[config.mk]
export PLATFORM = sky130hd
export DESIGN_NAME = ex_mdu
export DESIGN_NICKNAME = d
export VERILOG_FILES = /design/src/rtl/mdu_pkg.sv /design/src/rtl/mdu_div_iter.sv /design/src/rtl/ex_mdu.sv
export SDC_FILE = /design/constraint.sdc
export NUM_CORES = 1
export LEC_CHECK = 0
export ABC_AREA = 1
export BUFFER_PORTS_ARGS = -buffer_cell sky130_fd_sc_hd__buf_2
export CORE_ASPECT_RATIO = 1.2
export CORE_MARGIN = 5
export CORE_UTILIZATION = 40
export DETAILED_ROUTE_END_ITERATION = 8
export HOLD_SLACK_MARGIN = 0.12
export PLACE_DENSITY = 0.67
export SYNTH_ARGS = -nofsm -noshare
export SYNTH_HDL_FRONTEND = slang
export SYNTH_SLANG_ARGS = --single-unit
[constraint.sdc]
create_clock -name clk -period 9.1 [get_ports clk]
set_input_delay 1.82 -clock clk [delete_from_list [all_inputs] [get_ports clk]]
set_output_delay 1.82 -clock clk [all_outputs]
set_load 0.01 [all_outputs]
[src/rtl/mdu_pkg.sv]
// Shared definitions for the EX-stage multiply/divide unit.
//   - Opcode constants recognised by ex_mdu (8-bit canonical values;
//     the top casts them to its OPC_W).
//   - FSM state encoding used by ex_mdu.
package mdu_pkg;

  localparam logic [7:0] OP_MFHI  = 8'h10;
  localparam logic [7:0] OP_MTHI  = 8'h11;
  localparam logic [7:0] OP_MFLO  = 8'h12;
  localparam logic [7:0] OP_MTLO  = 8'h13;
  localparam logic [7:0] OP_MULT  = 8'h18;
  localparam logic [7:0] OP_MULTU = 8'h19;
  localparam logic [7:0] OP_DIV   = 8'h1A;
  localparam logic [7:0] OP_DIVU  = 8'h1B;

  typedef enum logic [1:0] {
    ST_IDLE = 2'd0,
    ST_MUL  = 2'd1,
    ST_DIV  = 2'd2,
    ST_DONE = 2'd3
  } mdu_state_t;

endpackage

[src/rtl/mdu_div_iter.sv]
// Radix-2 restoring divider on unsigned magnitudes, one quotient bit per cycle.
// Ports:
//   clk, rst       clock, asynchronous active-low reset
//   start          load dividend/divisor and begin DATA_W iterations
//   abort          drop the current operation
//   dividend       unsigned dividend magnitude
//   divisor        unsigned divisor magnitude (non-zero; caller handles zero)
//   quotient       quotient after the current step (final when done=1)
//   remainder      remainder after the current step (final when done=1)
//   done           high during the last iteration cycle
module mdu_div_iter #(
  parameter int DATA_W = 32
) (
  input  logic              clk,
  input  logic              rst,
  input  logic              start,
  input  logic              abort,
  input  logic [DATA_W-1:0] dividend,
  input  logic [DATA_W-1:0] divisor,
  output logic [DATA_W-1:0] quotient,
  output logic [DATA_W-1:0] remainder,
  output logic              done
);

  localparam int CNT_W = $clog2(DATA_W) + 1;
  localparam logic [CNT_W-1:0] LAST = CNT_W'(DATA_W - 1);

  logic             run;
  logic [CNT_W-1:0] cnt;

  // quo starts as the dividend and fills with quotient bits from the LSB
  logic [DATA_W-1:0] quo_p0;
  logic [DATA_W-1:0] rem_p0;
  logic [DATA_W-1:0] dvs_p0;
  logic [DATA_W:0]   shifted;
  logic [DATA_W:0]   trial;

  // A failed trial means shifted < divisor, so its top bit is zero and the
  // restored value fits back into DATA_W bits.
  always_comb begin
    shifted   = {rem_p0, quo_p0[DATA_W-1]};
    trial     = shifted - {1'b0, dvs_p0};
    remainder = trial[DATA_W] ? shifted[DATA_W-1:0] : trial[DATA_W-1:0];
    quotient  = {quo_p0[DATA_W-2:0], ~trial[DATA_W]};
  end

  assign done = run & (cnt == LAST);

  always_ff @(posedge clk or negedge rst) begin
    if (!rst) begin
      run <= 1'b0;
      cnt <= '0;
    end else if (abort) begin
      run <= 1'b0;
      cnt <= '0;
    end else if (start) begin
      run <= 1'b1;
      cnt <= '0;
    end else if (run) begin
      if (done) run <= 1'b0;
      cnt <= cnt + CNT_W'(1);
    end
  end

  always_ff @(posedge clk) begin
    if (start) begin
      quo_p0 <= dividend;
      rem_p0 <= '0;
      dvs_p0 <= divisor;
    end else if (run) begin
      quo_p0 <= quotient;
      rem_p0 <= remainder;
    end
  end

endmodule

[src/rtl/ex_mdu.sv]
// EX-stage multiply/divide unit with HI/LO registers.
// Ports:
//   clk, rst       clock, asynchronous active-low reset
//   start_valid    EX holds a valid instruction this cycle
//   i_aluop        opcode (mult/multu/div/divu/mfhi/mthi/mflo/mtlo)
//   i_rs_data      dividend / multiplicand / mthi-mtlo source
//   i_rt_data      divisor / multiplier
//   flush          abort the current operation, HI/LO untouched
//   stall_req      hold the pipeline while an operation is accepted/running
//   busy           FSM not idle
//   done           one-cycle pulse while freshly written HI/LO are visible
//   hi, lo         current HI/LO registers
//   rd_data        mfhi -> hi, mflo -> lo, else 0 (combinational)
module ex_mdu
  import mdu_pkg::*;
#(
  parameter int DATA_W   = 32,
  parameter int OPC_W    = 8,
  parameter int FAST_MUL = 0
) (
  input  logic              clk,
  input  logic              rst,
  input  logic              start_valid,
  input  logic [OPC_W-1:0]  i_aluop,
  input  logic [DATA_W-1:0] i_rs_data,
  input  logic [DATA_W-1:0] i_rt_data,
  input  logic              flush,
  output logic              stall_req,
  output logic              busy,
  output logic              done,
  output logic [DATA_W-1:0] hi,
  output logic [DATA_W-1:0] lo,
  output logic [DATA_W-1:0] rd_data
);

  localparam int CNT_W = $clog2(DATA_W) + 1;
  localparam logic [CNT_W-1:0] LAST = CNT_W'(DATA_W - 1);

  function automatic logic [DATA_W-1:0] neg_if(input logic [DATA_W-1:0] v, input logic n);
    return n ? (~v + DATA_W'(1)) : v;
  endfunction

  function automatic logic [2*DATA_W-1:0] neg_if2(input logic [2*DATA_W-1:0] v, input logic n);
    return n ? (~v + (2*DATA_W)'(1)) : v;
  endfunction

  mdu_state_t       state, state_nxt;
  logic [CNT_W-1:0] cnt;

  logic is_mult, is_multu, is_div, is_divu;
  logic is_mfhi, is_mthi, is_mflo, is_mtlo;
  logic is_mul_op, is_div_op, is_signed;
  logic start_mul, start_div, mt_ok;

  logic signed [DATA_W-1:0] rs_s, rt_s;
  logic                     neg_a, neg_b;
  logic [DATA_W-1:0]        mag_a, mag_b;

  logic [DATA_W-1:0]   mcand_p0;
  logic [2*DATA_W-1:0] prod_p0;
  logic                neg_q_p0, neg_r_p0, div_zero_p0;
  logic [DATA_W-1:0]   dvd_raw_p0;

  logic [DATA_W:0]     mul_sum;
  logic [2*DATA_W-1:0] prod_step, prod_fast, prod_nxt, mul_res;
  logic                mul_last;

  logic [DATA_W-1:0] div_q, div_r, div_hi, div_lo;
  logic              div_done, commit_mul, commit_div;

  always_comb begin
    is_mult   = (i_aluop == OPC_W'(OP_MULT));
    is_multu  = (i_aluop == OPC_W'(OP_MULTU));
    is_div    = (i_aluop == OPC_W'(OP_DIV));
    is_divu   = (i_aluop == OPC_W'(OP_DIVU));
    is_mfhi   = (i_aluop == OPC_W'(OP_MFHI));
    is_mthi   = (i_aluop == OPC_W'(OP_MTHI));
    is_mflo   = (i_aluop == OPC_W'(OP_MFLO));
    is_mtlo   = (i_aluop == OPC_W'(OP_MTLO));
    is_mul_op = is_mult | is_multu;
    is_div_op = is_div | is_divu;
    is_signed = is_mult | is_div;
  end

  // flush wins over any new operation or HI/LO move in the same cycle
  assign start_mul = (state == ST_IDLE) & start_valid & is_mul_op & ~flush;
  assign start_div = (state == ST_IDLE) & start_valid & is_div_op & ~flush;
  assign mt_ok     = (state == ST_IDLE) & start_valid & ~flush;

  // Signed operations work on magnitudes; the sign is applied at commit.
  always_comb begin
    rs_s  = i_rs_data;
    rt_s  = i_rt_data;
    neg_a = is_signed & (rs_s < 0);
    neg_b = is_signed & (rt_s < 0);
    mag_a = neg_if(i_rs_data, neg_a);
    mag_b = neg_if(i_rt_data, neg_b);
  end

  // Shift-add step: prod holds {partial, remaining multiplier bits}
  always_comb begin
    mul_sum   = {1'b0, prod_p0[2*DATA_W-1:DATA_W]} +
                (prod_p0[0] ? {1'b0, mcand_p0} : '0);
    prod_step = {mul_sum, prod_p0[DATA_W-1:1]};
    prod_fast = {{DATA_W{1'b0}}, mcand_p0} * {{DATA_W{1'b0}}, prod_p0[DATA_W-1:0]};
    prod_nxt  = (FAST_MUL != 0) ? prod_fast : prod_step;
    mul_res   = neg_if2(prod_nxt, neg_q_p0);
    mul_last  = (FAST_MUL != 0) ? 1'b1 : (cnt == LAST);
  end

  mdu_div_iter #(.DATA_W(DATA_W)) u_div (
    .clk       (clk),
    .rst       (rst),
    .start     (start_div & (i_rt_data != '0)),
    .abort     (flush),
    .dividend  (mag_a),
    .divisor   (mag_b),
    .quotient  (div_q),
    .remainder (div_r),
    .done      (div_done)
  );

  // most-negative / -1 needs no special case: the magnitude quotient
  // 2^(DATA_W-1) negates back to the most-negative value, remainder 0.
  always_comb begin
    if (div_zero_p0) begin
      div_lo = '1;
      div_hi = dvd_raw_p0;
    end else begin
      div_lo = neg_if(div_q, neg_q_p0);
      div_hi = neg_if(div_r, neg_r_p0);
    end
  end

  always_comb begin
    state_nxt = state;
    case (state)
      ST_IDLE: begin
        if (start_mul)      state_nxt = ST_MUL;
        else if (start_div) state_nxt = ST_DIV;
      end
      ST_MUL:  if (mul_last) state_nxt = ST_DONE;
      ST_DIV:  if (div_zero_p0 || div_done) state_nxt = ST_DONE;
      ST_DONE: state_nxt = ST_IDLE;
      default: state_nxt = ST_IDLE;
    endcase
    if (flush) state_nxt = ST_IDLE;
  end

  // Results land on the edge into DONE so HI/LO are visible while done=1.
  assign commit_mul = (state == ST_MUL) & (state_nxt == ST_DONE);
  assign commit_div = (state == ST_DIV) & (state_nxt == ST_DONE);

  always_ff @(posedge clk or negedge rst) begin
    if (!rst) begin
      state <= ST_IDLE;
      cnt   <= '0;
    end else begin
      state <= state_nxt;
      if (start_mul || start_div) cnt <= '0;
      else if (state == ST_MUL || state == ST_DIV) cnt <= cnt + CNT_W'(1);
    end
  end

  // ---- stage p0: operands captured at start, product iterated in MUL ----
  always_ff @(posedge clk) begin
    if (start_mul || start_div) begin
      mcand_p0    <= mag_a;
      prod_p0     <= {{DATA_W{1'b0}}, mag_b};
      neg_q_p0    <= neg_a ^ neg_b;
      neg_r_p0    <= neg_a;
      dvd_raw_p0  <= i_rs_data;
      div_zero_p0 <= (i_rt_data == '0);
    end else if (state == ST_MUL) begin
      prod_p0 <= prod_nxt;
    end
  end

  always_ff @(posedge clk or negedge rst) begin
    if (!rst) begin
      hi <= '0;
      lo <= '0;
    end else if (commit_mul) begin
      {hi, lo} <= mul_res;
    end else if (commit_div) begin
      hi <= div_hi;
      lo <= div_lo;
    end else if (mt_ok && is_mthi) begin
      hi <= i_rs_data;
    end else if (mt_ok && is_mtlo) begin
      lo <= i_rs_data;
    end
  end

  assign busy      = (state != ST_IDLE);
  assign done      = (state == ST_DONE);
  assign stall_req = ((state == ST_IDLE) & start_valid & (is_mul_op | is_div_op)) |
                     (state == ST_MUL) | (state == ST_DIV);

  always_comb begin
    rd_data = '0;
    if (is_mfhi)      rd_data = hi;
    else if (is_mflo) rd_data = lo;
  end

endmodule

==> impl_metrics.tcl, run 1 <==
set metrics [dict create \
    status "complete, no violations" \
    crit_slowest_cell "clkinv_1" \
    ios 175 \
    post_cts_buffers 0 \
    drtAntennaViolNets 0 \
    dp_hpwl_microns 70020 \
    diodes 0 \
    antenna_found_initial 0 \
    dr.pass1.iters 6 \
    cts.sinks 305 \
    finalClockSkew_ns 0.03283 \
    synth_top_area_share_pct 21.08 \
    total_power_mw 5.598 \
    worst_slew_pin_slew_ns 1.315 \
    route.detailed.drc 0 \
    finalSetupViolations 0 \
    setup_tns_ns 0 \
    fin_crit_sh_pct 60.52 \
    grt.total_usage_pct 27.44 \
    initial_core_util_pct 40.36 \
    yosysSeqAreaShare_pct 35.20 \
    hold_path_end "prod_p0[36]" \
    hold-path-cell-count 2 \
    worstSetupStartpointType "primary input" \
    hold_buffers 0 \
    drive_gt1_share_pct 10.64 \
    syn_area_sq_um 23070 \
    clock.fmax_mhz 181.6 \
    final_common_cell "nand2_1" \
    grt_pass1_wl_microns 131900 \
    ys_async_sr_fraction_pct 25.90 \
    r2r-end "lo[28]" \
    met1_usage_pct 33.25 \
    busiest_layer "met2" \
    synth_area_leader_cell "edfxtp_1" \
    end_kind "register" \
    drtIter0Drc 2477 \
    synth-seq-cells 305 \
    arrival_ns 6.01 \
    max-slew-margin-rel_pct 12.15 \
    hp-start "prod_p0[36]" \
    hp-class "reg -> reg" \
    grt_overflow 0 \
    die_w_microns 229.2 \
    root_buffer "clkbuf_16" \
    worst_slack_ns 3.592 \
    r2r-start "u_div.quo_p0[31]" \
    final_hold_viol_count 0 \
    die_h_microns 273.1 \
    core_sq_um 57170 \
    syn_nets 3499 \
    port-buffer-count 174 \
    crit_top_cell "nand2_1" \
    yosys-top-cells-area "edfxtp_1, nand2_1, dfrtp_1, inv_1, o21ai_0" \
    min_period_ns 5.508 \
    nets 3624 \
    synth-edff-count 162 \
    grt_max_degree 79 \
    p_leak_nw 12.51 \
    synth_ff_type "edfxtp_1" \
    grt_pass1_vias 21690 \
    postRouteWirelength_microns 88800 \
    critPathRequiredTime_ns 9.60 \
    cts_max_path_buffers 3 \
    avgSynthCellArea_sq_um 6.900 \
    dp_slack_ns 3.077 \
    r2r_setup_slack_ns 3.78 \
    dp_cells 4166 \
    rsz0062_at_grt "no" \
    htreeDepth 2 \
    yosysUniqueCellTypes 64 \
    path_buf_inv 5 \
    gp_congestion 0.9913 \
    reg2reg_depth 27 \
    area_delta_synth_final_pct 11.92 \
    critical_path_class "in -> reg" \
    grtUsageMet2_pct 45.46 \
    powerDensity_nw_per_um2 216.8 \
    met3_usage_pct 4.208 \
    cts_resized 0 \
    fp-row-count 96 \
    synthCells 3344 \
    vias 23110 \
    clock_latency_ns 0.58 \
    clk_pin_slew_worst_paths_ns 0.06 \
    path_delay_family "buffers and inverters" \
    numCtsBuffers 36 \
    maxCapViolCount 0 \
    routedWlPerCell_microns 20.98 \
    path_cells "buf_2, nor2_1, inv_1, nor3_1, nand3_1, nand2_1, nand2_1, a221oi_2, nand2_1, nor2_4, buf_4, nor2_1, nand2_1, buf_4, clkinv_1, a31oi_1, o21ai_0, o21ai_0" \
    maxSlewViolCount 0 \
    mostFrequentLayoutCells "nand2_1, inv_1, nor2_1" \
    critPathMaxFanout 50 \
    die_area_sq_um 62610 \
    slowest_delay_ns 0.84 \
    peakVddDrop_mv 0.1570 \
    vias_per_cell 5.461 \
    fin_hold_ws_ns 0.4572 \
    instances_no_fill 4232 \
    yosys_warnings 0 \
    tritoncts "yes" \
]
[cell type report]
class	instances	area, sq um
multi-input combinational	2440	12620
inverter	493	1853
tap	735	919.6
sequential	305	8123
clock inverter	21	274.0
clock buffer	45	1017
timing repair buffer	193	1016
fill	5938	31350
[per-layer routing]
layer | vias to the layer above | part of all wire (%)
li1 | 11150 | -
met1 | 10720 | 38
met2 | 987 | 47
met3 | 254 | 7.5
met4 | 0 | 7.8
met5 | - | 0
[registers in the layout, summed over array words and instances, names as in the netlist, 31 cells and up]
| signal | cells |
|---|---|
| mcand_p0 | 32 |
| u_div.dvs_p0 | 32 |
| u_div.rem_p0 | 32 |
| u_div.quo_p0 | 32 |
| lo | 32 |
| hi | 32 |
| prod_p0 | 64 |
| dvd_raw_p0 | 31 |
[cells in the mapped netlist, drive strengths merged, types with 2 or more instances]
| master | n |
|---|---|
| a21boi | 5 |
| o221ai | 7 |
| a21oi | 141 |
| clkbuf | 69 |
| nand3 | 201 |
| fa | 2 |
| nand4 | 33 |
| buf | 37 |
| nor4 | 20 |
| o21a | 6 |
| and2 | 7 |
| nand3b | 4 |
| inv | 487 |
| or2 | 7 |
| xor2 | 105 |
| xnor2 | 52 |
| nor2 | 374 |
| a31oi | 16 |
| nand2 | 913 |
| a22oi | 8 |
| a21o | 4 |
| o31ai | 7 |
| dfxtp | 64 |
| o22ai | 62 |
| dfrtp | 79 |
| and3 | 2 |
| o21ai | 294 |
| o211ai | 14 |
| clkinv | 6 |
| edfxtp | 162 |
| o21bai | 10 |
| nor3 | 62 |
| ha | 77 |
[power breakdown]
group	internal, mW	switching [mW]
sequential	1.75	0.286
clock	0.968	0.636
combinational	0.620	1.34
total	3.33	2.26
[per-stage QoR]
stage               utilization (%)  instance area (sq um)
floorplan                         -                  23070
global placement              42.91                  24530
detailed placement            42.91                  24530
CTS                           45.17                  25820
global route                  45.17                  25820
finish                        45.17                  25820
[worst register-to-register path: stages (launching register included)]
cell      delay, ns
edfxtp_1       0.38
inv_1          0.10
ha_1           0.16
inv_1          0.06
fa_1           0.38
nand2_1        0.10
nand2_1        0.09
nand3_1        0.10
nand2_2        0.10
nand2_2        0.10
nand2_2        0.10
nand2_4        0.15
nand3_4        0.16
nand2_8        0.30
ha_1           0.27
nand3_1        0.13
nor3_1         0.26
nand2_1        0.15
nor2_1         0.19
nand3_1        0.17
or4_1          0.45
o21ai_0        0.29
o21ai_1        0.14
and2_1         0.16
o21ai_1        0.27
nand3_1        0.18
nand3_1        0.15
o21ai_1        0.09
[logic make-up (layout without fill, tap and decap cells)]
kind of cell / after synthesis / after routing / share of synthesized area, %
buffers and inverters: 599 / 752 / 10.21
DFF: 305 / 305 / 35.20
AOI/OAI and AO/OA: 579 / 579 / 14.12
and+or+nand+nor: 1625 / 1625 / 30.16
xor gates and xnor gates: 157 / 157 / 5.960
adders and majority gates: 79 / 79 / 4.349
[worst max-delay path by stage]
stage,cells past startpoint,to,slack [ns],startpoint
2_1_floorplan,7,div_zero_p0,4.11,i_aluop[3]
3_3_place_gp,14,prod_p0[30],3.09,i_aluop[3]
3_5_place_dp,13,prod_p0[30],3.08,i_aluop[2]
4_1_cts,13,prod_p0[30],3.67,i_aluop[2]
5_1_grt,28,lo[30],3.25,u_div.quo_p0[31]
6_report,18,hi[2],3.59,i_aluop[2]
No activity file was read; power rests on OpenSTA's default activity.
==> run 2: changes to the inputs <==
--- a/config.mk
+++ b/config.mk
@@ -12,7 +12,7 @@
 export CORE_UTILIZATION = 40
 export DETAILED_ROUTE_END_ITERATION = 8
 export HOLD_SLACK_MARGIN = 0.12
-export PLACE_DENSITY = 0.67
+export PLACE_DENSITY = 0.69
 export SYNTH_ARGS = -nofsm -noshare
 export SYNTH_HDL_FRONTEND = slang
 export SYNTH_SLANG_ARGS = --single-unit
==> constraint.sdc (replaced) <==
create_clock -name clk -period 4.61 [get_ports clk]
set_input_delay 0.922 -clock clk [delete_from_list [all_inputs] [get_ports clk]]
set_output_delay 0.922 -clock clk [all_outputs]
set_load 0.01 [all_outputs]
==> run 2 against run 1 <==
Cell area grew 1.1%. Combinational power grew 110%. Core utilization grew 0.50 points. Critical path depth grew 7.
==> impl_metrics.tcl, run 2 (synthesis results as in run 1) <==
set metrics [dict create \
    grt_max_degree 69 \
    routedWlPerCell_microns 20.74 \
    route.detailed.drc 0 \
    critPathMaxFanout 42 \
    numCtsBuffers 36 \
    r2r-start "u_div.quo_p0[31]" \
    ios 175 \
    clock.fmax_mhz 234.9 \
    antenna_found_initial 1 \
    end_kind "register" \
    final_common_cell "nand2_1" \
    r2r-end "lo[25]" \
    drive_gt1_share_pct 11.95 \
    setup_tns_ns 0 \
    finalClockSkew_ns 0.03790 \
    drtAntennaViolNets 0 \
    drtIter0Drc 2772 \
    clock_latency_ns 0.57 \
    nets 3677 \
    regMostFlops "prod_p0" \
    worst_slew_pin_slew_ns 1.059 \
    min_period_ns 4.257 \
    mostFrequentLayoutCells "nand2_1, inv_1, nor2_1" \
    clk_pin_slew_worst_paths_ns 0.06 \
    critical_path_class "reg -> reg" \
    worstSetupStartpointType "register" \
    grt_pass1_vias 21640 \
    arrival_ns 4.68 \
    area_delta_synth_final_pct 13.16 \
    critPathRequiredTime_ns 5.04 \
    fin_crit_sh_pct 92.33 \
    die_w_microns 229.2 \
    ff_latch_area_sq_um 8123 \
    port-buffer-count 174 \
    vias_per_cell 5.413 \
    gp_congestion 1.021 \
    die_area_sq_um 62610 \
    cts.sinks 305 \
    maxCapViolCount 0 \
    cts_max_path_buffers 3 \
    vias 23190 \
    grt.total_usage_pct 27.49 \
    instances_no_fill 4283 \
    p_leak_nw 12.69 \
    initial_core_util_pct 40.36 \
    core_sq_um 57170 \
    multiInputGateArea_sq_um 12660 \
    maxSlewViolCount 0 \
    finalSetupViolations 0 \
    hp-class "in -> async" \
    htreeDepth 2 \
    dr.pass1.iters 7 \
    max-slew-margin-rel_pct 29.30 \
    dp_cells 4218 \
    largest_reg_flops 64 \
    diodes 0 \
    grt_overflow 0 \
    crit_path_start "u_div.quo_p0[31]" \
    r2r_setup_slack_ns 0.35 \
    grt_pass1_wl_microns 132600 \
    fp-row-count 96 \
    reg2reg_depth 25 \
    fill_cells 5993 \
    powerDensity_nw_per_um2 413.8 \
    final_hold_viol_count 0 \
    tritoncts "yes" \
    root_buffer "clkbuf_16" \
    status "complete, no violations" \
    postRouteWirelength_microns 88820 \
    dp_hpwl_microns 71280 \
    peakVddDrop_mv 0.3738 \
    die_h_microns 273.1 \
]
## run 2: changes by cell type in the layout (fill, tap and decap cells not counted), sizes merged
cell      change
clkinv        +2
clkbuf        +4
bufinv        -5
buf          +53
clkinvlp      -3
## run 2: area by class of cell
cell class / count / share of cell area, %
clock buffers: 49 / 3.872
clock inverters: 15 / 0.4121
inverters: 493 / 7.097
multi-input cells: 2440 / 48.51
flip-flops and latches: 305 / 31.11
well taps: 735 / 3.522
repair buffers: 246 / 5.478
## run 2: worst max path at each step
stage	end	slack, ns	depth (start not counted)
final	lo[25]	0.35	25
after global routing	lo[28]	-0.01	27
after CTS	lo[30]	0.04	28
after detailed placement	lo[30]	0.09	28
after global placement	lo[30]	0.21	28
after floorplan	lo[28]	0.43	29
## run 2: per-layer routing
metal	global-route usage, %	up-vias	wire (microns)
met5	0	-	0
li1	-	11240	-
met1	34.73	10740	35250
met3	3.481	220	6291
met4	15.94	0	6187
met2	45.38	990	41100
## run 2: through the flow
step	area, sq um	utilization (%)	power [mW]	hold WS, ns	setup WS, ns
after global placement	24930	43.61	7.937	0.4486	0.2052
after floorplan	23070	-	6.300	0.4325	0.4344
after detailed placement	24930	43.61	7.970	0.4564	0.08758
after global routing	26110	45.66	11.40	0.4740	-0.01403
after CTS	26050	45.56	10.80	0.4356	0.04423
final	26110	45.66	10.80	0.4410	0.3534
## run 2: critical path: stages (launching register included)
cell and delay, ns:
edfxtp_1 0.35, inv_1 0.08, ha_1 0.17, inv_1 0.07, fa_1 0.38, nand2_1 0.09
nand2_1 0.09, nand3_1 0.10, nand2_2 0.10, nand2_2 0.09, nand2_2 0.08, nand2_4 0.10
buf_4 0.13, nand2_4 0.06, nand2_4 0.15, nand2_8 0.23, nor2_4 0.17, nand2_1 0.13
nor2_2 0.19, nand2_2 0.13, o21ai_2 0.21, a21oi_1 0.09, o21ai_0 0.45, nand3_1 0.25
nand3_1 0.12, o21ai_0 0.09
## run 2: what timing repair did
action	4_1_cts	5_1_grt
setup endpoints to repair	0	10
hold buffers	0	0
resized for setup	0	17
setup buffers	0	1
## run 2: where the power goes
part           leakage [nW]  internal [mW]  switching [mW]  total, mW
clock network         0.549           1.60            1.22       2.82
registers              2.93           3.45           0.499       3.95
logic                  9.21           1.32            2.72       4.04
total                  12.7           6.36            4.44       10.8
